`src/rtl/bullcow_turn_ctrl.sv`:
```
// Two-player Bulls & Cows turn controller: secret entry, alternating guesses,
// external scoring handshake, round/match bookkeeping.
module bullcow_turn_ctrl #(
    parameter int unsigned ROUNDS_TO_WIN = 3,
    parameter int unsigned END_HOLD      = 4
) (
    input  logic        clock,
    input  logic        reset,
    input  logic        enter,
    input  logic [15:0] sw,
    output logic        chk_start,
    output logic [15:0] chk_secret,
    output logic [15:0] chk_guess,
    input  logic        chk_done,
    input  logic [2:0]  chk_bulls,
    input  logic [2:0]  chk_cows,
    output logic [2:0]  phase,
    output logic        player,
    output logic        err,
    output logic [2:0]  last_bulls,
    output logic [2:0]  last_cows,
    output logic [7:0]  guess_cnt,
    output logic [7:0]  points_p1,
    output logic [7:0]  points_p2
);

    typedef enum logic [2:0] {
        S1_SETUP   = 3'd0,
        S2_SETUP   = 3'd1,
        P1_GUESS   = 3'd2,
        P2_GUESS   = 3'd3,
        CHECK      = 3'd4,
        END_ROUND  = 3'd5,
        MATCH_OVER = 3'd6
    } state_t;

    localparam int unsigned HOLD_W = (END_HOLD > 1) ? $clog2(END_HOLD) : 1;

    state_t              state_q, state_d;
    logic                enter_q, press;
    logic                starter_q, guesser_q;
    logic [15:0]         secret1_q, secret2_q, guess_q;
    logic [2:0]          bulls_q, cows_q;
    logic [7:0]          gcnt_q, pts1_q, pts2_q, winner_pts;
    logic [HOLD_W-1:0]   hold_q;
    logic                hold_done;
    logic                err_q, chk_start_q;
    logic                store_s1, store_s2, take_guess, bad_entry;
    logic                score, win, round_clr, match_clr;

    function automatic logic entry_ok(input logic [15:0] v);
        logic       ok;
        logic [3:0] d [4];
        ok = 1'b1;
        for (int unsigned i = 0; i < 4; i++) begin
            d[i] = v[4*i +: 4];
            if (d[i] > 4'd9) ok = 1'b0;
        end
        for (int unsigned i = 0; i < 4; i++)
            for (int unsigned j = i + 1; j < 4; j++)
                if (d[i] == d[j]) ok = 1'b0;
        return ok;
    endfunction

    assign press      = enter & ~enter_q;
    assign hold_done  = (hold_q == HOLD_W'(END_HOLD - 1));
    assign winner_pts = guesser_q ? pts2_q : pts1_q;

    always_comb begin
        state_d    = state_q;
        store_s1   = 1'b0;
        store_s2   = 1'b0;
        take_guess = 1'b0;
        bad_entry  = 1'b0;
        score      = 1'b0;
        win        = 1'b0;
        round_clr  = 1'b0;
        match_clr  = 1'b0;
        case (state_q)
            S1_SETUP: if (press) begin
                if (entry_ok(sw)) begin
                    store_s1 = 1'b1;
                    state_d  = S2_SETUP;
                end else bad_entry = 1'b1;
            end
            S2_SETUP: if (press) begin
                if (entry_ok(sw)) begin
                    store_s2 = 1'b1;
                    state_d  = starter_q ? P2_GUESS : P1_GUESS;
                end else bad_entry = 1'b1;
            end
            P1_GUESS, P2_GUESS: if (press) begin
                if (entry_ok(sw)) begin
                    take_guess = 1'b1;
                    state_d    = CHECK;
                end else bad_entry = 1'b1;
            end
            CHECK: if (chk_done) begin
                score = 1'b1;
                if (chk_bulls == 3'd4) begin
                    win     = 1'b1;
                    state_d = END_ROUND;
                end else begin
                    state_d = guesser_q ? P1_GUESS : P2_GUESS;
                end
            end
            // winner_pts already includes the point awarded on entry
            END_ROUND: if (hold_done) begin
                if (winner_pts == 8'(ROUNDS_TO_WIN)) state_d = MATCH_OVER;
                else begin
                    state_d   = S1_SETUP;
                    round_clr = 1'b1;
                end
            end
            MATCH_OVER: if (press) begin
                match_clr = 1'b1;
                state_d   = S1_SETUP;
            end
            default: state_d = S1_SETUP;
        endcase
    end

    always_ff @(posedge clock) begin
        if (!reset) begin
            state_q     <= S1_SETUP;
            enter_q     <= 1'b0;
            starter_q   <= 1'b0;
            guesser_q   <= 1'b0;
            secret1_q   <= '0;
            secret2_q   <= '0;
            guess_q     <= '0;
            bulls_q     <= '0;
            cows_q      <= '0;
            gcnt_q      <= '0;
            pts1_q      <= '0;
            pts2_q      <= '0;
            hold_q      <= '0;
            err_q       <= 1'b0;
            chk_start_q <= 1'b0;
        end else begin
            state_q     <= state_d;
            enter_q     <= enter;
            err_q       <= bad_entry;
            chk_start_q <= take_guess;
            if (store_s1) secret1_q <= sw;
            if (store_s2) secret2_q <= sw;
            if (take_guess) begin
                guess_q   <= sw;
                guesser_q <= (state_q == P2_GUESS);
                if (gcnt_q != 8'hFF) gcnt_q <= gcnt_q + 8'd1;
            end
            if (score) begin
                bulls_q <= chk_bulls;
                cows_q  <= chk_cows;
            end
            if (win) begin
                if (guesser_q) begin
                    if (pts2_q != 8'hFF) pts2_q <= pts2_q + 8'd1;
                end else begin
                    if (pts1_q != 8'hFF) pts1_q <= pts1_q + 8'd1;
                end
            end
            if (state_q != END_ROUND) hold_q <= '0;
            else if (!hold_done)      hold_q <= hold_q + HOLD_W'(1);
            if (state_q == END_ROUND && hold_done) starter_q <= ~starter_q;
            if (round_clr || match_clr) begin
                secret1_q <= '0;
                secret2_q <= '0;
                gcnt_q    <= '0;
                bulls_q   <= '0;
                cows_q    <= '0;
            end
            if (match_clr) begin
                pts1_q    <= '0;
                pts2_q    <= '0;
                starter_q <= 1'b0;
                guesser_q <= 1'b0;
            end
        end
    end

    always_comb begin
        player = 1'b0;
        case (state_q)
            S1_SETUP:                      player = 1'b0;
            S2_SETUP:                      player = 1'b1;
            P1_GUESS:                      player = 1'b0;
            P2_GUESS:                      player = 1'b1;
            CHECK, END_ROUND, MATCH_OVER:  player = guesser_q;
            default:                       player = 1'b0;
        endcase
    end

    // P2 guesses against secret1, P1 against secret2; in CHECK the latched guesser selects
    assign chk_secret = (state_q == P2_GUESS) ? secret1_q :
                        (state_q == P1_GUESS) ? secret2_q :
                        (guesser_q ? secret1_q : secret2_q);
    assign chk_guess  = guess_q;
    assign chk_start  = chk_start_q;
    assign phase      = state_q;
    assign err        = err_q;
    assign last_bulls = bulls_q;
    assign last_cows  = cows_q;
    assign guess_cnt  = gcnt_q;
    assign points_p1  = pts1_q;
    assign points_p2  = pts2_q;

endmodule

```
`config.mk`:
```
export PLATFORM = sky130hd
export DESIGN_NAME = bullcow_turn_ctrl
export DESIGN_NICKNAME = d
export VERILOG_FILES = /design/src/rtl/bullcow_turn_ctrl.sv
export SDC_FILE = /design/constraint.sdc
export NUM_CORES = 1
export LEC_CHECK = 0
export BUFFER_PORTS_ARGS = -buffer_cell sky130_fd_sc_hd__buf_2
export CAP_MARGIN = 40
export CORE_MARGIN = 4
export CORE_UTILIZATION = 54
export DETAILED_ROUTE_END_ITERATION = 8
export GPL_TIMING_DRIVEN = 0
export PLACE_DENSITY_LB_ADDON = 0.12
export SLEW_MARGIN = 10
export SYNTH_ARGS = -nofsm -noshare
export SYNTH_HDL_FRONTEND = slang
export SYNTH_SLANG_ARGS = --single-unit
```
`constraint.sdc`:
```
create_clock -name clock -period 2.7 [get_ports clock]
set_input_delay 0.27 -clock clock [delete_from_list [all_inputs] [get_ports clock]]
set_output_delay 0.27 -clock clock [all_outputs]
set_load 0.03 [all_outputs]
```
==> impl_metrics.yaml, run 1 <==
timing:
  timing.slew.headroom_pct: 46.26
  worst_slack_ns: 0.1748
  worstMarginPinSlew_ns: 0.7957
  fin_skew_ns: 0.01630
  post-route-min-period_ns: 2.525
  slew_viol_final: 0
  fin_crit_sh_pct: 93.53
  hold_viol_final: 0
  setup_tns_ns: 0
  setup_viol: 0
  fmax_mhz: 396.0
  holdWs_ns: 0.1532
route:
  drt-total-wl_mm: 9.957
  via_per_inst: 5.485
  first_pass_iters: 4
  routedWlPerCell_um: 15.34
  num_vias: 3560
  drc_errors: 0
  ant_nets: 0
  drt-initial-drc-count: 130
final_layout:
  final_cells: 649
  layout.nets: 573
  diodes: 0
  syn_to_final_growth_pct: 16.46
  num-fill-cells: 730
  drive_above_1_share_pct: 25.59
  postLayoutCoreUtil_pct: 64.50
setup_path:
  critPathRequiredTime_ns: 2.99
  cp_max_fo: 9
  cp-start-kind: "flip-flop"
  worst_ep_arrival_time_ns: 2.82
  critPathKind: "reg2reg"
  end_kind: "flip-flop"
synth:
  syn_area_per_cell_um2: 9.358
  synth_fp_nets: 485
  synth.ff_latch_count: 88
  syn_inst: 455
  synth_area_um2: 4258
  yosys_warnings: 0
  synth_edf_count: 0
  synthArstFlopShare_pct: 0
  seq_area_frac_synth_pct: 41.38
  ys_types: 45
  synth-main-ff-cell: "dfxtp_1"
place:
  hpwl_mm: 7.247
  placedCellCount: 635
  port_buffers: 77
  place.gp.congestion: 0.8255
  pre_cts_ws_ns: 0.005464
pwr:
  p_leak_nw: 2.291
  vdd_ir_drop_max_mv: 0.2826
  power.density_nw_per_um2: 461.1
clocking:
  cts_tree: "yes"
  cts_resized: 0
  htreeDepth: 3
  worstSkewPairLatency_ns: 0.36
  root_buffer: "clkbuf_8"
  hold_buffers: 0
  cts_made_buffers: 9
  clockBufferDepth: 2
  cts_setup_buffers: 0
  clk_pin_slew_ns: 0.08
  cts_num_sinks: 88
hold_path:
  hp-class: "in2reg"
grt:
  antenna_found_initial: 0
  grt_pass1_wl_mm: 16.63
  grtUsageTotal_pct: 21.28
  grt.overflow.total: 0
  grt_pass1_vias: 3455
  grt_start_max_net_pins: 17
flow_run:
  max_cap_violations: 0
die:
  ios: 94
  initial_core_util_pct: 55.39
  rows: 32
  core_um2: 7687
  die_y_um: 96.80
  die_area_um2: 9369
  die_w_um: 96.80
status:
  status: "complete, no violations"
-- synthesized netlist by cell type (6+ instances only) --
cell	n	area, um^2
clkbuf_1	15	56.30
buf_2	10	50.05
a21oi_1	9	45.04
buf_6	6	67.56
nor4_1	7	43.79
nand2_1	17	63.81
nor2_1	85	319.1
nor3_1	8	40.04
nand3_1	11	55.05
dfxtp_1	88	1762
mux2_2	17	191.4
xnor2_1	7	61.31
buf_4	7	52.55
nand4_1	11	68.82
mux2i_1	64	640.6
xor2_1	31	271.5
-- sequential cells by signal, indices dropped and copies added (netlist names) --
| register | cells |
|---|---|
| chk_guess | 16 |
| chk_start | 1 |
| enter_q | 1 |
| err | 1 |
| guess_cnt | 8 |
| guesser_q | 1 |
| hold_q | 2 |
| last_bulls | 3 |
| last_cows | 3 |
| phase | 3 |
| points_p1 | 8 |
| points_p2 | 8 |
| secret1_q | 16 |
| secret2_q | 16 |
| starter_q | 1 |
-- placed cells by master (no fill, tap or decap), types with 4 or more instances in the layout --
cell type | synthesis | routed
clkbuf_8 | 0 | 9
mux2_2 | 17 | 17
dfxtp_1 | 88 | 88
mux2i_1 | 64 | 64
buf_4 | 7 | 8
inv_1 | 4 | 4
buf_6 | 6 | 6
nor2b_1 | 4 | 4
xnor2_1 | 7 | 7
nand3_1 | 11 | 11
xor2_1 | 31 | 31
nor2_1 | 85 | 85
or4_1 | 4 | 4
nand4_1 | 11 | 11
nor3_1 | 8 | 8
and3_1 | 4 | 4
ha_1 | 4 | 4
clkbuf_1 | 15 | 12
a21oi_1 | 9 | 9
buf_2 | 10 | 87
nor4_1 | 7 | 7
nand2_1 | 17 | 17
-- layer usage --
layer	vias to the layer above	routed length, um	GRT usage (%)
li1	1753	-	-
met1	1689	4629	28.02
met2	99	4568	33.86
met3	19	570	5.191
met4	0	189	7.883
met5	-	0	0
-- logic make-up (layout without fill, tap and decap cells) --
family	count (synthesis)	count (layout)	share of synthesized area, %
XOR/XNOR	38	38	7.817
AO/OA/AOI/OAI	32	32	5.201
adder cells (fa/ha/maj)	4	4	1.175
flip-flops	88	88	41.38
buffers and inverters	43	135	5.759
AND/OR/NAND/NOR	169	169	19.13
multiplexers	81	81	19.54
-- worst max-delay path: stages (launching register included) --
cell and delay [ns]:
dfxtp_1 0.49, nor4b_1 0.31, nand3_1 0.13, o41a_1 0.41
a41o_1 0.27, clkbuf_1 0.25, or4_1 0.55, nand2_1 0.07
-- final timing paths --
kind / cells after the start / slack (ns) / end / from
max reg2reg: 7 / 0.17 / guess_cnt[0]$_SDFFE_PP0P_ / guesser_q$_SDFFE_PP0P_
min: 2 / 0.15 / enter_q$_SDFF_PN0_ / enter
max: 7 / 0.17 / guess_cnt[0]$_SDFFE_PP0P_ / guesser_q$_SDFFE_PP0P_
min reg2reg: 1 / 0.44 / err$_SDFF_PN0_ / enter_q$_SDFF_PN0_
-- power breakdown --
part           switching [W]  internal (W)  total (W)
sequential        0.00000385       0.00130    0.00131
clock               0.000468      0.000332   0.000799
combinational       0.000110     0.0000686   0.000178
total               0.000581       0.00171    0.00229
-- per-stage QoR --
stage	total power, W	area (um^2)
6_report	0.002286	4959
4_1_cts	0.002307	4943
3_3_place_gp	0.001511	4771
3_5_place_dp	0.001516	4778
5_1_grt	0.002383	4959
2_1_floorplan	0.001468	4258
-- final cells by class --
class,count,area (um^2),area share (%)
buffer,37,225.2,4.542
tap,102,127.6,2.574
multi-input combinational,324,2263,45.65
clock inverter,6,45.04,0.9084
timing repair buffer,78,392.9,7.923
inverter,5,18.77,0.3785
sequential,88,1762,35.53
clock buffer,9,123.9,2.498
(Power assumes the default switching activity.)
==> run 2: changes to the inputs <==
--- a/config.mk
+++ b/config.mk
@@ -7,6 +7,7 @@
 export LEC_CHECK = 0
 export BUFFER_PORTS_ARGS = -buffer_cell sky130_fd_sc_hd__buf_2
 export CAP_MARGIN = 40
+export CORE_ASPECT_RATIO = 1.5
 export CORE_MARGIN = 4
 export CORE_UTILIZATION = 54
 export DETAILED_ROUTE_END_ITERATION = 8
==> impl_metrics.yaml, run 2 (synthesis gave the netlist of run 1 again) <==
place:
  hpwl_mm: 7.564
  place_area_um2: 4771
  placedCellCount: 634
  place.gp.congestion: 0.8527
  port_buffers: 77
setup_path:
  path_delay_family: "buffers and inverters"
  path_cells: "clkbuf_2 -> nor2b_2 -> mux2i_4 -> clkbuf_4 -> mux2_2 -> buf_2"
  critPathSlowestCell: "dfxtp_1"
  crit_path_max_incr_delay_ns: 0.41
  cp_max_fo: 10
  cp-start-kind: "flip-flop"
  worst_ep_arrival_time_ns: 2.31
  critPathRequiredTime_ns: 2.43
  critPathKind: "reg2out"
  end_kind: "primary output"
  critPathBufInv: 3
clocking:
  cts_made_buffers: 9
  htreeDepth: 3
  root_buffer: "clkbuf_16"
  cts_tree: "yes"
  cts_num_sinks: 88
  worstSkewPairLatency_ns: 0.34
  clk_pin_slew_ns: 0.06
  clockBufferDepth: 2
final_layout:
  diodes: 0
  num-fill-cells: 647
  final_cells: 650
  drive_above_1_share_pct: 25.91
  syn_to_final_growth_pct: 19.78
  register_area_um2: 1762
  multi_input_area_um2: 2278
  layout_commonest_cell: "dfxtp_1"
  final_cell_mix: "dfxtp_1, buf_2, nor2_1"
  final_area_um2: 5100
  layout.nets: 574
die:
  core_um2: 7661
  die_w_um: 80.50
  ios: 94
  die_y_um: 116.8
  initial_core_util_pct: 55.58
  die_area_um2: 9399
  rows: 39
pwr:
  power.density_nw_per_um2: 531.0
  vdd_ir_drop_max_mv: 0.3519
  p_leak_nw: 2.365
route:
  num_vias: 3561
  drc_errors: 0
  routedWlPerCell_um: 15.78
  first_pass_iters: 6
  drt-total-wl_mm: 10.26
  via_per_inst: 5.478
  ant_nets: 0
  drt-initial-drc-count: 164
timing:
  timing.slew.headroom_pct: 49.80
  setup_viol: 0
  worstMarginPinSlew_ns: 0.7461
  hold_viol_final: 0
  post-route-min-period_ns: 2.578
  fin_skew_ns: 0.005740
  fmax_mhz: 387.9
  rsz0062_at_grt: "false"
  fin_crit_sh_pct: 95.48
  slew_viol_final: 0
grt:
  grt_start_max_net_pins: 14
  antenna_found_initial: 0
  grtUsageTotal_pct: 22.36
  grt.overflow.total: 0
  grt_pass1_wl_mm: 16.39
  grt_pass1_vias: 3447
hold_path:
  hp-class: "in2reg"
flow_run:
  max_cap_violations: 0
status:
  status: "complete, no violations"
-- run 2: path summary, 6_finish.rpt --
check,from,endpoint,slack (ns),cells after the start
max reg2reg,phase[0]$_SDFFE_PN0P_,secret2_q[12]$_SDFFE_PP0P_,0.19,8
max,phase[1]$_SDFFE_PN0P_,chk_secret[14],0.12,6
min reg2reg,enter_q$_SDFF_PN0_,err$_SDFF_PN0_,0.44,1
min,chk_cows[2],last_cows[2]$_SDFFE_PP0P_,0.18,3
-- run 2: layout make-up --
cell class	instances	area share, %
buffer	38	4.563
clock buffer	11	4.760
clock inverter	4	0.8832
inverter	5	0.3680
multi-input combinational	324	44.68
sequential	88	34.54
tap	102	2.502
timing repair buffer	78	7.704
-- run 2: report_power, final --
part | switching, W | leakage [nW] | total [W] | internal [W]
Combinational | 0.000109 | 1.51 | 0.000177 | 0.0000685
Clock | 0.000488 | 0.145 | 0.00122 | 0.000732
Sequential | 0.00000395 | 0.709 | 0.00131 | 0.00131
-- run 2: per-layer routing --
layer	up-vias	global-route usage, %	wire, um
met1	1688	25.65	4179
met2	90	39.60	5332
met4	0	10.03	310
met5	-	0	0
li1	1756	-	-
met3	27	4.552	433
-- run 2: what timing repair did --
action | in CTS | in global routing
buffers inserted | 1 | 0
hold buffers | 0 | 0
pin swaps | 0 | 0
endpoints found under the setup margin | 16 | 18
resized for setup | 6 | 4
-- run 2: metrics by stage --
stage          worst slack, ns  setup TNS [ns]  hold slack [ns]  power (W)  utilization, %
3_3_place_gp           -0.3666          -4.819           0.4182   0.001512           62.27
5_1_grt               0.002909               0           0.1990   0.002800           66.57
4_1_cts                0.02645               0           0.1761   0.002725           66.44
3_5_place_dp           -0.3483          -3.884           0.4175   0.001515           62.27
2_1_floorplan           0.1167               0           0.4018   0.001468               -
6_report                0.1221               0           0.1777   0.002708           66.57
-- run 2: worst reg2reg max path: stages (launching register included) --
cell and delay, ns:
dfxtp_1 0.33, clkbuf_1 0.33, inv_1 0.19, or3_1 0.37, or4_1 0.41, buf_2 0.21, buf_2 0.25, mux2i_1 0.22
nor2_1 0.06
==> run 3: changes to the inputs <==
==> constraint.sdc (replaced) <==
create_clock -name clock -period 2.8 [get_ports clock]
set_input_delay 0.28 -clock clock [delete_from_list [all_inputs] [get_ports clock]]
set_output_delay 0.28 -clock clock [all_outputs]
set_load 0.03 [all_outputs]
==> impl_metrics.yaml, run 3 (synthesis gave the netlist of run 1 again) <==
status:
  status: "complete, no violations"
pwr:
  clockPowerShare_pct: 45.1
  power_switching_w: 0.0005796
  p_leak_nw: 2.361
  power_w: 0.002612
  p_seq_share_pct: 48.4
  combPwrFrac_pct: 6.5
  internal_power_w: 0.002032
  power.density_nw_per_um2: 512.5
  vdd_ir_drop_max_mv: 0.3393
  switching_share_pct: 22.19
hold_path:
  min_path_cells: 3
  holdPathEnd: "last_cows[2]$_SDFFE_PP0P_"
  hold_path_startpoint: "chk_cows[2]"
  hp-class: "in2reg"
setup_path:
  r2r_start: "phase[0]$_SDFFE_PN0P_"
  cp_max_fo: 10
  end_kind: "primary output"
  reg2reg_setup_slack_ns: 0.27
  cp-start-kind: "flip-flop"
  critPathRequiredTime_ns: 2.52
  crit_start: "phase[1]$_SDFFE_PN0P_"
  timing.rr.end: "points_p2[5]$_SDFFE_PP0P_"
  reg2regPathDepth: 8
  critPathKind: "reg2out"
  worst_ep_arrival_time_ns: 2.38
die:
  die_area_um2: 9399
  ios: 94
  core_um2: 7661
  rows: 39
  die_w_um: 80.50
  initial_core_util_pct: 55.58
  die_y_um: 116.8
route:
  drt-initial-drc-count: 192
  ant_nets: 0
  via_per_inst: 5.457
  drt-total-wl_mm: 10.24
  routedWlPerCell_um: 15.75
  drc_errors: 0
  first_pass_iters: 4
  num_vias: 3547
flow_run:
  max_cap_violations: 0
timing:
  hold_viol_final: 0
  rsz0062_at_grt: "false"
  worst_slack_ns: 0.1449
  slew_viol_final: 0
  timing.slew.headroom_pct: 49.92
  fmax_mhz: 376.6
  setup_viol: 0
  fin_crit_sh_pct: 94.82
  post-route-min-period_ns: 2.655
  fin_skew_ns: 0.006723
  worstMarginPinSlew_ns: 0.7416
clocking:
  clk_pin_slew_ns: 0.06
  hold_buffers: 0
  root_buffer: "clkbuf_16"
  cts_tree: "yes"
  worstSkewPairLatency_ns: 0.34
  htreeDepth: 3
  clockBufferDepth: 2
  cts_made_buffers: 9
  cts_num_sinks: 88
place:
  place.gp.congestion: 0.8527
  hpwl_mm: 7.564
  placedCellCount: 634
  pre_cts_ws_ns: -0.2583
  port_buffers: 77
final_layout:
  drive_above_1_share_pct: 25.55
  diodes: 0
  final_cells: 650
  layout_commonest_cell: "dfxtp_1"
  layout.nets: 574
  syn_to_final_growth_pct: 19.69
  final_cell_mix: "dfxtp_1, buf_2, nor2_1"
grt:
  antenna_found_initial: 0
  grt_pass1_wl_mm: 16.39
  grt_start_max_net_pins: 14
  grtUsageTotal_pct: 22.36
  grt_pass1_vias: 3447
  grt.overflow.total: 0
## run 3: repair_timing
| action | in CTS | in global routing |
|---|---|---|
| setup buffers | 1 | 0 |
| resized for setup | 4 | 4 |
| setup endpoints to repair | 16 | 21 |
| pin swaps | 0 | 0 |
## run 3: per-stage QoR
stage,hold slack [ns],setup TNS [ns],instance area (um^2),util (%)
after detailed placement,0.4175,-2.458,4771,62.27
final,0.1881,0,5096,66.52
after global routing,0.2090,0,5096,66.52
after global placement,0.4182,-2.658,4771,62.27
after floorplan,0.4018,0,4258,-
after CTS,0.1861,0,5082,66.34
## run 3: critical path, cell delays in order (launching register included)
cell      delay (ns)
dfxtp_1         0.42
clkbuf_2        0.23
nor2b_1         0.27
mux2i_4         0.31
clkbuf_4        0.27
mux2_2          0.36
buf_2           0.18
## run 3: power groups by stage
stage | Combinational [W] | Clock (W) | Sequential, W
6_report | 0.000171 | 0.00118 | 0.00126
5_1_grt | 0.000187 | 0.00125 | 0.00126
4_1_cts | 0.000171 | 0.00119 | 0.00126
3_5_place_dp | 0.000169 | 0 | 0.00129
3_3_place_gp | 0.000167 | 0 | 0.00129
2_1_floorplan | 0.000122 | 0 | 0.00129
## run 3: how the worst max path moves through the flow
stage	to	cells after the start	slack, ns
floorplan	chk_secret[10]	5	0.21
global placement	chk_secret[10]	6	-0.28
detailed placement	chk_secret[10]	6	-0.26
CTS	chk_secret[14]	6	0.06
global route	chk_secret[14]	6	0.02
finish	chk_secret[14]	6	0.14
## run 3: area by class of cell
type | count | area [um^2]
Fill cell | 646 | 2565
Multi-Input combinational cell | 324 | 2276
Sequential cell | 88 | 1762
Timing Repair Buffer | 78 | 392.9
Clock buffer | 11 | 242.7
Buffer | 38 | 231.5
Tap cell | 102 | 127.6
Clock inverter | 4 | 45.04
Inverter | 5 | 18.77
## run 3: routing by layer
| metal | vias to the layer above | share of wire, % | global-route usage, % |
|---|---|---|---|
| met5 | - | 0 | 0 |
| met4 | 0 | 3.3 | 10.03 |
| met3 | 24 | 3.8 | 4.552 |
| met2 | 87 | 52 | 39.60 |
| met1 | 1682 | 41 | 25.65 |
| li1 | 1754 | - | - |
